### config.mk
export PLATFORM = sky130hd
export DESIGN_NAME = load_store_unit
export DESIGN_NICKNAME = d
export VERILOG_FILES = /design/src/rtl/load_store_unit.sv
export SDC_FILE = /design/constraint.sdc
export NUM_CORES = 1
export LEC_CHECK = 0
export BUFFER_PORTS_ARGS = -buffer_cell sky130_fd_sc_hd__clkbuf_2
export CORE_ASPECT_RATIO = 1.25
export CORE_MARGIN = 5
export CORE_UTILIZATION = 54
export CTS_CLUSTER_DIAMETER = 30
export DETAILED_ROUTE_END_ITERATION = 6
export GPL_TIMING_DRIVEN = 0
export PLACE_DENSITY = 0.86
export SLEW_MARGIN = 20
export SYNTH_ARGS = -nofsm -noshare
export SYNTH_HDL_FRONTEND = slang
export SYNTH_SLANG_ARGS = --single-unit
### constraint.sdc
create_clock -name clk -period 5.3 [get_ports clk]
set_input_delay 0.53 -clock clk [delete_from_list [all_inputs] [get_ports clk]]
set_output_delay 0.53 -clock clk [all_outputs]
set_load 0.01 [all_outputs]
### src/rtl/load_store_unit.sv
// -----------------------------------------------------------------------------
// load_store_unit
// Byte-addressed RV32I load/store front end for a word-organised data memory.
// Three-state machine (IDLE -> EXEC -> [WRITE] -> IDLE). Loads, SW and
// erroring requests complete in EXEC. SB/SH do a read-modify-write: the merged
// word is built in EXEC and written in WRITE.
//
// Ports
//   clk, rst          single clock, synchronous active-high reset
//   req_valid/ready   CPU request handshake (ready only in IDLE)
//   is_store, funct3  request kind and RV32I width code
//   addr, store_data  byte address and store operand
//   resp_valid        one-cycle completion pulse
//   load_data, err    result and error flag, zero unless resp_valid
//   mem_address       word address (registered addr, upper bits dropped)
//   mem_write_data    word to write
//   mem_write_enable  memory writes on the next posedge
//   mem_read_data     combinational read of the word at mem_address
// -----------------------------------------------------------------------------
module load_store_unit #(
    parameter int DATA_WIDTH    = 32,
    parameter int ADDRESS_WIDTH = 30
) (
    input  logic                     clk,
    input  logic                     rst,
    input  logic                     req_valid,
    output logic                     req_ready,
    input  logic                     is_store,
    input  logic [2:0]               funct3,
    input  logic [31:0]              addr,
    input  logic [DATA_WIDTH-1:0]    store_data,
    output logic                     resp_valid,
    output logic [DATA_WIDTH-1:0]    load_data,
    output logic                     err,
    output logic [ADDRESS_WIDTH-1:0] mem_address,
    output logic [DATA_WIDTH-1:0]    mem_write_data,
    output logic                     mem_write_enable,
    input  logic [DATA_WIDTH-1:0]    mem_read_data
);

    typedef enum logic [1:0] {
        IDLE  = 2'd0,
        EXEC  = 2'd1,
        WRITE = 2'd2
    } state_e;

    state_e                   state_q, state_d;
    logic                     is_store_q, is_store_d;
    logic [2:0]               funct3_q, funct3_d;
    logic [ADDRESS_WIDTH+1:0] addr_q, addr_d;
    logic [31:0]              store_data_q, store_data_d;
    logic [31:0]              merged_q, merged_d;

    logic                     req_err_s;
    logic                     req_ready_s;
    logic                     resp_valid_s;
    logic [31:0]              load_data_s;
    logic                     err_s;
    logic [31:0]              mem_write_data_s;
    logic                     mem_write_enable_s;

    // Misalignment or an funct3 code that is illegal for the request kind.
    function automatic logic req_error(input logic st, input logic [2:0] f3, input logic [1:0] a);
        logic e;
        e = 1'b0;
        case (f3)
            3'd0:    e = 1'b0;
            3'd1:    e = a[0];
            3'd2:    e = (a != 2'b00);
            3'd4:    e = st;
            3'd5:    e = st | a[0];
            default: e = 1'b1;
        endcase
        return e;
    endfunction

    // Pick the addressed byte/halfword and extend it according to funct3.
    function automatic logic [31:0] load_extend(input logic [31:0] w, input logic [2:0] f3, input logic [1:0] a);
        logic [7:0]  b;
        logic [15:0] h;
        logic [31:0] r;
        case (a)
            2'd0:    b = w[7:0];
            2'd1:    b = w[15:8];
            2'd2:    b = w[23:16];
            2'd3:    b = w[31:24];
            default: b = 8'd0;
        endcase
        h = a[1] ? w[31:16] : w[15:0];
        case (f3)
            3'd0:    r = {{24{b[7]}}, b};
            3'd1:    r = {{16{h[15]}}, h};
            3'd4:    r = {24'd0, b};
            3'd5:    r = {16'd0, h};
            default: r = w;
        endcase
        return r;
    endfunction

    // Overlay the low byte/halfword of the store operand onto the memory word.
    function automatic logic [31:0] store_merge(input logic [31:0] w, input logic [2:0] f3,
                                                input logic [1:0] a, input logic [31:0] d);
        logic [31:0] m;
        m = w;
        if (f3 == 3'd0) begin
            case (a)
                2'd0:    m[7:0]   = d[7:0];
                2'd1:    m[15:8]  = d[7:0];
                2'd2:    m[23:16] = d[7:0];
                2'd3:    m[31:24] = d[7:0];
                default: m = w;
            endcase
        end else if (a[1]) begin
            m[31:16] = d[15:0];
        end else begin
            m[15:0] = d[15:0];
        end
        return m;
    endfunction

    assign req_err_s   = req_error(is_store_q, funct3_q, addr_q[1:0]);
    assign mem_address = addr_q[ADDRESS_WIDTH+1:2];

    // Next-state, request capture and unmasked output decode.
    always_comb begin
        state_d            = state_q;
        is_store_d         = is_store_q;
        funct3_d           = funct3_q;
        addr_d             = addr_q;
        store_data_d       = store_data_q;
        merged_d           = merged_q;
        req_ready_s        = 1'b0;
        resp_valid_s       = 1'b0;
        load_data_s        = 32'd0;
        err_s              = 1'b0;
        mem_write_data_s   = 32'd0;
        mem_write_enable_s = 1'b0;
        case (state_q)
            IDLE: begin
                req_ready_s = 1'b1;
                if (req_valid) begin
                    is_store_d   = is_store;
                    funct3_d     = funct3;
                    addr_d       = addr[ADDRESS_WIDTH+1:0];
                    store_data_d = store_data;
                    state_d      = EXEC;
                end else begin
                    state_d = IDLE;
                end
            end
            EXEC: begin
                if (req_err_s) begin
                    resp_valid_s = 1'b1;
                    err_s        = 1'b1;
                    state_d      = IDLE;
                end else if (!is_store_q) begin
                    resp_valid_s = 1'b1;
                    load_data_s  = load_extend(mem_read_data, funct3_q, addr_q[1:0]);
                    state_d      = IDLE;
                end else if (funct3_q == 3'd2) begin
                    resp_valid_s       = 1'b1;
                    mem_write_enable_s = 1'b1;
                    mem_write_data_s   = store_data_q;
                    state_d            = IDLE;
                end else begin
                    merged_d = store_merge(mem_read_data, funct3_q, addr_q[1:0], store_data_q);
                    state_d  = WRITE;
                end
            end
            WRITE: begin
                resp_valid_s       = 1'b1;
                mem_write_enable_s = 1'b1;
                mem_write_data_s   = merged_q;
                state_d            = IDLE;
            end
            default: state_d = IDLE;
        endcase
    end

    // Outputs are forced quiet while reset is held, even mid-transaction.
    assign req_ready        = req_ready_s        & ~rst;
    assign resp_valid       = resp_valid_s       & ~rst;
    assign err              = err_s              & ~rst;
    assign mem_write_enable = mem_write_enable_s & ~rst;
    assign load_data        = rst ? 32'd0 : load_data_s;
    assign mem_write_data   = rst ? 32'd0 : mem_write_data_s;

    // State and captured request registers.
    always_ff @(posedge clk) begin
        if (rst) begin
            state_q      <= IDLE;
            is_store_q   <= 1'b0;
            funct3_q     <= 3'd0;
            addr_q       <= '0;
            store_data_q <= 32'd0;
            merged_q     <= 32'd0;
        end else begin
            state_q      <= state_d;
            is_store_q   <= is_store_d;
            funct3_q     <= funct3_d;
            addr_q       <= addr_d;
            store_data_q <= store_data_d;
            merged_q     <= merged_d;
        end
    end

    // Address bits above the memory window are deliberately ignored.
    if (ADDRESS_WIDTH < 30) begin : g_unused_addr
        logic unused_addr_hi_s;
        assign unused_addr_hi_s = ^addr[31:ADDRESS_WIDTH+2];
    end

endmodule

==> results.md, run 1 <==
* Net count of the finished layout at between 1k and 1.5k
* Area grow syn2layout at 27.9%
* Worst slew pin tran at 0.839 ns
* Clock sinks at 102
* CP Launch Type: flop
* Die X at ~100 um
* Initial DRC Count at ~440
* Hold-critical path depth at 3
* Hold Path Class: input pin to flop
* Multiplexer share of the synthesized area at under 10%
* Layout cells sized above 1 at approximately a third
* Largest net degree at the start of global routing at 19
* WHS Endpoint: store_data_q[5]
* Post-synthesis xor/xnor area fraction at 0%
* Final Hold Vio Count at 0
* Fmax at 330 MHz
* Number of max-cap violations at 0
* Syn Area/Cell at 7.71 um^2
* Top-level I/O count at 201
* Post-CTS setup buffers at 0
* CTS root buf: clkbuf_16
* Fraction of registers with async set/reset at 0%
* Max rail drop VDD at 0.240 mV
* Vias at a little under 6k
* Hold slack at slightly below 0.4 ns
* Drt drc at 0
* FF+latch count, synth at around 100
* Post-Synth Adder-Cell Area at less than 1%
* Vias in the first global route at 5495
* Relative slew margins at roughly 44%
* # port buffers at 200
* Synth Cell Area at 5430 um^2
* CP max FO at 10
* Syn Inst Count at 704
* Number of distinct library cells after synthesis at 38
* Synth Area in Simple Gates at 20.2%
* Site row count at 41
* All-Layer GR Usage at 29.3%
* DIE AREA at 12200 um^2
* First-pass GRT wire length at 28.0 mm
* Reg2Reg Depth at 8
* Antenna-violating nets left at 0
* Vias/cell at 5.64
* Cell taking the most area after synthesis: dfxtp_1
* RSZ-0062 raised after global routing: no
* Hold Startpoint: store_data[5]
* H-tree Lvls at 3
* Worst R2R Start: state_q[0]
* CTS tree: yes
* CTS hold repair buffers at 0
* Clock skew at approximately 0.013 ns
* Syn Nets at 810
* DRT Pass-1 Iters at 5
* Total grt overflow at 0
* Max Transition Viols Final at 0
* Lkg Pwr at 3.09 nW
* Data required time of the worst path at 4.77 ns
* Seq/Total Area, Yosys at a little under two fifths
* Post-CTS sizing at 0
* Post-synthesis compound-gate area fraction at 27.0%
* Pwr Density at between 200 and 300 nW/um^2
* Status: finished, final reports clean
* Worst Setup Path Type: flop to primary output
* Wirelength per Cell at ~17 um
* Worst-skew pair later-pin latency at ~0.35 ns
* Largest family of logic cells by synthesized area: compound AO/OA/AOI/OAI gates
* CTS max path bufs at 2
* N_diodes at 0
* Initial antenna violation count at 0
* Worst reg-to-reg setup slack at 3.07 ns
* Period utilization at 57.3%
* CP Data Arrival Time at 2.50 ns
* Minimum clock period at 3.03 ns
* Main synth FF type: dfxtp_1
* Core Area at 9950 um^2
* Final GP Congestion at 0.994
* # setup viols final at 0
* Initial core utilization at between 50% and 60%
* EDFF count, synth at 0
* Total CTS buffers at 9
* Worst-path clk slew at 0.08 ns
* Die height at 122 um
* Yosys warns at 0
* Area contributors post-synth: dfxtp_1 (38%), nand2_1 (14%), a21oi_1 (9.4%)
* DP Wirelength at 14.2 mm
* Routed wire length at between 15 and 20 mm
* Fin Setup TNS at 0 ns
* Crit end category: primary output
* Synth top area share at 37.6%
* RR Endpoint: store_data_q[0]
[metrics by stage]
stage / total power [W] / setup slack, ns / utilization, % / cells / cell area (um^2)
3_3_place_gp: 0.00115 / 2.69 / 66.2 / 1033 / 6590
4_1_cts: 0.00192 / 2.32 / 69.8 / 1049 / 6940
2_1_floorplan: 0.00103 / 3.12 / - / 704 / 5430
6_report: 0.00192 / 2.27 / 69.8 / 1049 / 6940
5_1_grt: 0.00198 / 2.18 / 69.8 / 1049 / 6940
3_5_place_dp: 0.00116 / 2.64 / 66.2 / 1033 / 6590
[cell usage after synthesis, types with 2 or more instances]
cell type	count
nand2_1	201
a21oi_1	102
dfxtp_1	102
buf_4	33
a22o_1	32
inv_1	32
clkbuf_1	29
nor2_1	21
a311oi_2	16
o221ai_1	16
nand3_1	15
buf_2	14
mux2_2	14
a21oi_2	11
a221oi_1	10
nand2b_1	10
buf_1	9
a21o_1	5
and2_1	4
o21ai_0	4
ha_1	3
nand2_4	2
nand3b_1	2
nor2b_1	2
o211ai_1	2
[layout by cell type, fill, tap and decap left out, types with 3 or more instances in the layout]
master     synthesis  final
and2_1             4      4
o21ai_0            4      4
ha_1               3      3
nand3_1           15     15
inv_1             32     32
clkbuf_1          29     29
nand2_1          201    201
mux2_2            14     14
a21oi_1          102    102
clkbuf_2           0    200
nor2_1            21     21
clkbuf_16          0      9
a311oi_2          16     16
dfxtp_1          102    102
a21oi_2           11     11
o221ai_1          16     16
buf_2             14     14
a221oi_1          10     10
a22o_1            32     32
buf_1              9      9
bufinv_16          0      3
buf_4             33     33
nand2b_1          10     10
a21o_1             5      5
[report_power, final]
| group | switching, W | internal (W) | total (W) | leakage [nW] |
|---|---|---|---|---|
| registers | 0.0000254 | 0.000801 | 0.000827 | 0.834 |
| clock network | 0.000308 | 0.000468 | 0.000776 | 0.169 |
| logic | 0.000192 | 0.000127 | 0.000319 | 2.09 |
[worst max path at each step]
stage | end | slack (ns) | startpoint
after floorplan | load_data[21] | 3.12 | mem_read_data[31]
after global placement | load_data[27] | 2.69 | mem_read_data[7]
after detailed placement | mem_write_data[12] | 2.64 | rst
after CTS | mem_write_data[12] | 2.32 | addr_q[1]
after global routing | mem_write_data[12] | 2.18 | addr_q[1]
final | load_data[12] | 2.27 | addr_q[0]
[area by class of cell]
| cell class | instances | area (um^2) |
|---|---|---|
| plain buffers | 86 | 472 |
| multi-input cells | 483 | 2790 |
| clock buffers | 9 | 225 |
| repair buffers | 200 | 1000 |
| flip-flops and latches | 102 | 2040 |
| inverters | 33 | 124 |
| well taps | 129 | 161 |
| fillers | 883 | 3010 |
| clock inverters | 7 | 126 |
[logic make-up after synthesis]
kind of cell             after synthesis
adder cells (fa/ha/maj)                3
buffers and inverters                119
multiplexers                          16
AND/OR/NAND/NOR                      263
flip-flops                           102
AO/OA/AOI/OAI                        201
[routing by layer]
metal	track usage (%)	wire [um]
met3	5.10	1710
met1	36.2	7080
met2	49.7	8800
met5	0	0
met4	13.1	730
[state kept, by name, indices dropped and copies added (netlist names)]
name,cells
store_data_q,32
merged_q,32
funct3_q,3
addr_q,32
is_store_q,1
state_q,2
[critical path, stage by stage (launching register included)]
cell      delay [ns]
dfxtp_1         0.57
a21oi_1         0.23
o211ai_1        0.73
buf_2           0.36
a221oi_1        0.09
clkbuf_2        0.17
Note: power is estimated with default switching activity, not from simulation.
==> run 2: changes to the inputs <==
CORE_UTILIZATION = 45   (was 54)
PLACE_DENSITY = 0.77   (was 0.86)
clock period = 2.6 ns   (was 5.3 ns; I/O delays follow)
==> results.md, run 2 (synthesis gave the netlist of run 1 again) <==
* N_diodes at 0 (unchanged)
* # setup viols final at 0 (unchanged)
* Vias in the first global route at 5498 (+0.055%)
* Final GP Congestion at 0.958 (-3.7%)
* Largest net degree at the start of global routing at 17 (-2)
* PnR worst setup slack at 0.0943 ns (-2.17 ns)
* CTS tree: yes
* Drt drc at 0 (unchanged)
* Most frequent cells in the layout: clkbuf_2 (204), nand2_1 (201), a21oi_1 (102)
* Worst slew pin tran at 0.766 ns (-0.0734 ns)
* Initial core utilization at 46.3% (-8.3 points)
* Number of max-cap violations at 0 (unchanged)
* Total grt overflow at 0 (unchanged)
* Initial DRC Count at 477 (+8.2%)
* Wirelength per Cell at 17.2 um (-1.5%)
* Lkg Pwr at 3.08 nW (-0.26%)
* Commonest non-fill, non-tap cell in the layout: clkbuf_2
* Data required time of the worst path at 2.34 ns (-2.43 ns)
* Layout cells sized above 1 at 34.6% (+0.76 points)
* Pre-CTS setup slack at 0.337 ns (-2.30 ns)
* Total CTS buffers at 9 (unchanged)
* Hold Path Class: input pin to flop
* H-tree Lvls at 3 (unchanged)
* Vias at 5828 (-1.4%)
* CP top delay family: simple AND/OR/NAND/NOR gates
* Worst-path clk slew at 0.07 ns (about the same)
* DRT Pass-1 Iters at 6 (+1)
* Net count of the finished layout at 1023 (+0.20%)
* Worst Setup Path Type: flop to primary output
* Minimum clock period at 2.51 ns
* Die height at 133 um (+8.8%)
* # port buffers at 200 (unchanged)
* Crit end category: primary output
* Top sig layer: met4
* RSZ-0062 raised after global routing: no
* Fmax at 399 MHz
* WL met3 at 1.75 mm (+2.8%)
* Wire length on met2 at 8.81 mm (+0.11%)
* CP Launch Type: flop
* All-Layer GR Usage at 25.4% (-3.9 points)
* CP max stage delay at 0.36 ns (-0.37 ns)
* Clock sinks at 102 (unchanged)
* Fin Setup TNS at 0 ns (unchanged)
* Max Transition Viols Final at 0 (unchanged)
* CTS max path bufs at 2 (unchanged)
* Status: finished, final reports clean
* First-pass GRT wire length at 28.7 mm (+2.6%)
* Top-level I/O count at 201 (unchanged)
* CTS root buf: clkbuf_16
* DIE AREA at 14400 um^2 (+18%)
* Wl on met1 at 7.29 mm (+3.0%)
* Worst Path Buf+Inv at 3 (+1)
* Antenna-violating nets left at 0 (unchanged)
* Final Cell Area at 6950 um^2 (about the same)
* Critical path, cell by cell: clkbuf_1 -> nor4_2 -> nand4b_1 -> nor2_4 -> buf_2 -> a22o_1 -> clkbuf_2
* Site row count at 44 (+7.3%)
* Relative slew margins at 49.0% (+5.1 points)
* Worst-skew pair later-pin latency at 0.35 ns (about the same)
* Area grow syn2layout at 28.0% (about the same)
* Placed cell areas at 6630 um^2 (+0.61%)
* Initial antenna violation count at 0 (unchanged)
* Die X at 108 um (+8.6%)
* Pwr Density at 527 nW/um^2 (+90%)
* DP Wirelength at 14.6 mm (+3.0%)
* Worst path slowest cell: nor4_2
* Routed wire length at 18.6 mm (+1.6%)
* Clock skew at 0.00599 ns (-0.00665 ns)
* Final Hold Vio Count at 0 (unchanged)
* Hold slack at 0.127 ns (-0.262 ns)
* Period utilization at a little under 100%
* CP Data Arrival Time at 2.25 ns (-0.25 ns)
* Max rail drop VDD at 0.372 mV (+55%)
* Core Area at 11700 um^2 (+18%)
* CP max FO at 10 (unchanged)
* Top flop regs: addr_q x32, merged_q x32, store_data_q x32
* Vias/cell at 5.39 (-4.4%)
[run 2: repair_timing]
| item | 4_1_cts | 5_1_grt |
|---|---|---|
| pin swaps | 1 | 1 |
| resized for setup | 4 | 6 |
| endpoints found under the setup margin | 20 | 23 |
| hold buffers | 0 | 0 |
| buffers inserted | 2 | 0 |
[run 2: area by class of cell]
class	count	area, um^2
Tap cell	161	201
Sequential cell	102	2040
Timing Repair Buffer	202	1020
Inverter	33	124
Clock inverter	5	60.1
Clock buffer	9	225
Fill cell	1137	4780
Buffer	86	477
Multi-Input combinational cell	483	2800
[run 2: power breakdown]
part / internal [W] / switching [W]
Combinational: 0.000260 / 0.000390
Sequential: 0.00163 / 0.0000530
Clock: 0.000739 / 0.000584
[run 2: per-stage QoR]
step | utilization (%) | std cells | power [W]
final | 59.2 | 1081 | 0.00366
after global placement | 56.5 | 1065 | 0.00235
after global routing | 59.2 | 1081 | 0.00382
after floorplan | - | 704 | 0.00210
after CTS | 59.2 | 1081 | 0.00368
after detailed placement | 56.5 | 1065 | 0.00236
[run 2: path summary, 6_finish.rpt]
path	startpoint	slack, ns	end	cells after the start
worst max register to register	state_q[0]	0.40	funct3_q[2]	8
worst min register to register	addr_q[22]	0.45	addr_q[22]	2
worst min-delay path	addr[0]	0.13	addr_q[0]	3
worst max-delay path	addr_q[1]	0.09	mem_write_data[11]	7
[run 2: worst min-delay path, stage by stage]
cell and delay, ns:
clkbuf_2 0.08, nand2_1 0.04, a21oi_1 0.05
[run 2: layer usage]
metal,vias up,global-route usage (%)
met5,-,0
met4,0,9.96
met3,58,5.95
met2,316,42.9
met1,2646,30.9
li1,2808,-
